==> config.mk <==
export PLATFORM = sky130hd
export DESIGN_NAME = road_lane
export DESIGN_NICKNAME = d
export VERILOG_FILES = /design/src/rtl/traffic_pkg.sv /design/src/rtl/traffic_road_model_lane.sv
export SDC_FILE = /design/constraint.sdc
export NUM_CORES = 1
export LEC_CHECK = 0
export ABC_AREA = 1
export CAP_MARGIN = 20
export CORE_ASPECT_RATIO = 1.25
export CORE_MARGIN = 2
export CORE_UTILIZATION = 40
export CTS_CLUSTER_SIZE = 14
export DETAILED_ROUTE_END_ITERATION = 8
export GPL_ROUTABILITY_DRIVEN = 0
export PLACE_DENSITY = 0.63
export SKIP_CTS_REPAIR_TIMING = 1
export SLEW_MARGIN = 20
export SYNTH_ARGS = -nofsm -noshare
export SYNTH_HDL_FRONTEND = slang
export SYNTH_SLANG_ARGS = --single-unit
==> constraint.sdc <==
create_clock -name clk -period 5.05 [get_ports clk]
set_input_delay 1.01 -clock clk [delete_from_list [all_inputs] [get_ports clk]]
set_output_delay 1.01 -clock clk [all_outputs]
set_load 0.02 [all_outputs]
==> src/rtl/traffic_pkg.sv <==
// Shared encodings for the traffic light controller family and its road model.
package traffic_pkg;

    typedef enum logic [1:0] {
        GREEN   = 2'b00,
        YELLOW  = 2'b01,
        RED     = 2'b10,
        ILLEGAL = 2'b11
    } light_t;

    typedef enum logic {
        IDLE     = 1'b0,
        CROSSING = 1'b1
    } lane_state_t;

endpackage

==> src/rtl/traffic_road_model_lane.sv <==
// One road lane: periodic/manual arrivals, saturating car queue and a crossing FSM
// that lets one car through per green-started crossing.
module road_lane
    import traffic_pkg::*;
#(
    parameter int ARR_PERIOD    = 5,
    parameter int DEPART_CYCLES = 2,
    parameter int CNT_W         = 4
) (
    input  logic             clk,
    input  logic             reset,
    input  light_t           light,
    input  logic             arr_en,
    input  logic             car_in,
    output logic             sensor,
    output logic [CNT_W-1:0] cnt,
    output logic             passed,
    output logic             ovf
);

    localparam int AT_W = (ARR_PERIOD > 1) ? $clog2(ARR_PERIOD) : 1;
    localparam int DT_W = (DEPART_CYCLES > 1) ? $clog2(DEPART_CYCLES) : 1;
    localparam logic [AT_W-1:0]    ARR_LAST = AT_W'(ARR_PERIOD - 1);
    localparam logic [DT_W-1:0]    DEP_LOAD = DT_W'(DEPART_CYCLES - 1);
    localparam logic [CNT_W+1:0]   CNT_MAX  = (CNT_W + 2)'((2 ** CNT_W) - 1);

    lane_state_t      state_q, state_d;
    logic [AT_W-1:0]  arr_timer_q, arr_timer_d;
    logic [DT_W-1:0]  dep_timer_q, dep_timer_d;
    logic [CNT_W-1:0] cnt_q, cnt_d;
    logic             passed_q, passed_d;
    logic             ovf_q, ovf_d;
    logic             periodic;
    logic             completion;
    logic [CNT_W+1:0] sum;

    always_comb begin
        periodic    = arr_en && (arr_timer_q == ARR_LAST);
        arr_timer_d = '0;
        if (arr_en && !periodic) begin
            arr_timer_d = arr_timer_q + AT_W'(1);
        end

        completion  = (state_q == CROSSING) && (dep_timer_q == '0);
        state_d     = state_q;
        dep_timer_d = dep_timer_q;
        passed_d    = 1'b0;
        // A crossing can only begin on green, but once begun it always finishes.
        case (state_q)
            IDLE: begin
                if (light == GREEN && cnt_q != '0) begin
                    state_d     = CROSSING;
                    dep_timer_d = DEP_LOAD;
                end
            end
            CROSSING: begin
                if (dep_timer_q == '0) begin
                    state_d  = IDLE;
                    passed_d = 1'b1;
                end else begin
                    dep_timer_d = dep_timer_q - DT_W'(1);
                end
            end
            default: state_d = IDLE;
        endcase

        sum   = {2'b00, cnt_q} + (CNT_W + 2)'(car_in) + (CNT_W + 2)'(periodic)
                - (CNT_W + 2)'(completion);
        cnt_d = sum[CNT_W-1:0];
        ovf_d = ovf_q;
        if (sum[CNT_W+1]) begin
            cnt_d = '0;
        end else if (sum > CNT_MAX) begin
            cnt_d = '1;
            ovf_d = 1'b1;
        end
    end

    always_ff @(posedge clk) begin
        if (reset) begin
            state_q     <= IDLE;
            arr_timer_q <= '0;
            dep_timer_q <= '0;
            cnt_q       <= '0;
            passed_q    <= 1'b0;
            ovf_q       <= 1'b0;
        end else begin
            state_q     <= state_d;
            arr_timer_q <= arr_timer_d;
            dep_timer_q <= dep_timer_d;
            cnt_q       <= cnt_d;
            passed_q    <= passed_d;
            ovf_q       <= ovf_d;
        end
    end

    assign sensor = (cnt_q != '0);
    assign cnt    = cnt_q;
    assign passed = passed_q;
    assign ovf    = ovf_q;

endmodule

==> impl_metrics.toml <==
[status]
status = "completed"

[yosys]
synth_area_um2 = 649.4
synth.area.mux_share = 0
synth_xor_area_frac = 0.02697
syn_avg_cell_area_um2 = 8.544
syn_inst = 76
synth_compound_area_frac = 0.05780
synth-main-ff-cell = "dfxtp_1"
ys_warn_count = 0
synthArstFlopShare = 0
yosysTopAreaCellShare = 0.3391
seq_area_frac_synth = 0.3391
ys_types = 19
syn_nets = 92
synth_fa_ha_area_frac = 0.2158
synthSimpleGateAreaFrac = 0.2794
synth_edf_count = 0
yosysTopAreaCell = "dfxtp_1"
ys_ff_latch = 11
synthTopCellsByArea = "dfxtp_1 34%, ha_1 15%, inv_1 6.9%, fa_1 6.2%, nand3_2 6.2%"
synth_top_family_by_area = "simple AND/OR/NAND/NOR gates"

[critical_path]
crit_path_end_kind = "register"
crit_fanout = 5
worstReg2RegEnd = "cnt[3]"
criticalPathCategory = "primary input to register"
r2r_start = "state_q"
start_kind = "primary input"
reg2reg_slack_ps = 2780
r2r_cells = 13
worstPathRequired_ps = 5220
cp.arrival_ps = 2960

[layout]
drive_gt1_frac = 0.1739
fin_area_um2 = 818.3
diodes = 0
utilization = 0.5308
fin_nets = 109
syn_to_final_growth_pct = 26.01

[detailed_routing]
viasPerCell = 4.636
drc = 0
ant_nets = 0
vias = 510
first_pass_iters = 3
drt_wl_total_mm = 1.060
wl_per_cell_um = 9.636
drt-initial-drc-count = 1

[clocking]
ctsLongestPathBuffers = 2
clkLatencyLatePin_ps = 270
h-tree-depth = 1
ctsRootBufferMaster = "clkbuf_4"
tritoncts.num_buffers = 3
cts_tree = "done"
path_clk_slew_ps = 70
cts.sinks = 11

[power_and_ir_drop]
p_leak_nw = 0.3672
p_per_area_nw_per_um2 = 636.4
total_power_mw = 0.5208
irDropWorstVdd_mv = 0.3862

[floorplan]
io_pins = 13
initial_core_util = 0.4213
fp.dieW_um = 40.04
core_area_um2 = 1541
dieArea_um2 = 1964
rows = 16
die_h_um = 49.05

[timing]
setup_viol_count_final = 0
rsz0062_at_grt = "false"
final-hold-violation-count = 0
period_minus_slack_ps = 2793
worstMarginPinSlew_ps = 219.8
period_share = 0.5531
slew_viol_final = 0
fin_worst_skew_ps = 4.502
worst_slack_ps = 2257
final.setup.tns_ps = 0
slew_headroom = 0.8530
fmax_mhz = 358.0

[grt]
grt_first_pass_wirelength_mm = 1.938
grt_pass1_vias = 497
grt_overflow = 0
grt_usage = 0.1419
grt_max_degree = 7
antenna_found_initial = 0

[hold_path]
min_path_cells = 1
worstHoldStart = "arr_timer_q[0]"
min_to = "arr_timer_q[0]"
hold_class = "register to register"

[placement]
port-buffer-count = 12
placed_area_um2 = 792.0
hpwl_um = 880
place_ws_ps = 1976

[job]
max_cap_viol_count = 0
## metrics by stage
stage | hold WS [ps] | std cells
6_report | 443.4 | 110
3_5_place_dp | 436.9 | 106
3_3_place_gp | 431.4 | 106
5_1_grt | 474.4 | 110
4_1_cts | 446.9 | 110
2_1_floorplan | 417.3 | 76
## worst max-delay path by stage
stage	from	endpoint	slack (ps)	cells after the start
after floorplan	car_in	cnt[3]	2570	11
after detailed placement	arr_en	cnt[3]	1980	12
final	arr_en	cnt[3]	2260	12
after global routing	arr_en	cnt[3]	2150	12
after CTS	arr_en	cnt[3]	2270	12
after global placement	arr_en	cnt[3]	2010	12
## report_power, final
part / internal, mW / leakage (nW) / switching (mW)
combinational: 0.140 / 0.261 / 0.195
sequential: 0.110 / 0.0908 / 0.0159
clock: 0.0306 / 0.0150 / 0.0283
total: 0.281 / 0.367 / 0.239
## cell usage in the layout (no fill, tap or decap), drive strengths merged
cell type      synthesis  final
a31oi                  3      3
a21oi                  3      3
xor2                   1      1
clkdlybuf4s50          0     12
dfxtp                 11     11
clkbuf                 0      4
ha                     8      8
nand3b                 1      1
xnor2                  1      1
nor2                   8      8
nand3                  8      8
fa                     2      2
nor3                   3      3
nand2                 13     13
inv                   14     14
## cell families (layout without fill, tap and decap cells)
logic type,Yosys count,count (layout)
and+or+nand+nor,33,33
buffers and inverters,14,30
DFF,11,11
adders and majority gates,10,10
AOI/OAI and AO/OA,6,6
xor gates and xnor gates,2,2
## Yosys cell counts, types with 2 or more instances
| cell | count |
|---|---|
| nor2_1 | 6 |
| a21oi_1 | 2 |
| ha_1 | 8 |
| nand3_2 | 4 |
| nand2_1 | 9 |
| nor2_2 | 2 |
| nor3_1 | 3 |
| a31oi_1 | 3 |
| nand3_1 | 4 |
| dfxtp_1 | 11 |
| nand2_2 | 3 |
| fa_1 | 2 |
| inv_2 | 2 |
| inv_1 | 12 |
## layout make-up
class                   count  area (um2)
fillers                   149       723.2
flip-flops and latches     11       220.2
repair buffers             12       120.1
multi-input cells          51       376.6
well taps                  18       22.52
inverters                  14       52.55
clock buffers               4       26.28
## per-layer routing
layer / GRT usage / routed length [um]
met1: 0.1696 / 491
met2: 0.2177 / 506
met3: 0.03196 / 44
met4: 0.08621 / 18
met5: 0 / 0
## critical path: stages
cell,delay [ps]
clkdlybuf4s50_1,480
nand3_1,100
fa_1,420
fa_1,410
inv_1,70
nand2_1,60
nand2_2,80
nand2_2,60
nand2_4,80
nand3_2,60
nor2_2,90
nor2_2,30
## sequential cells by signal, indices dropped and copies added (netlist names)
register	cells
arr_timer_q	3
cnt	4
dep_timer_q	1
ovf	1
passed	1
state_q	1
Power figures use the tool's default switching activity.
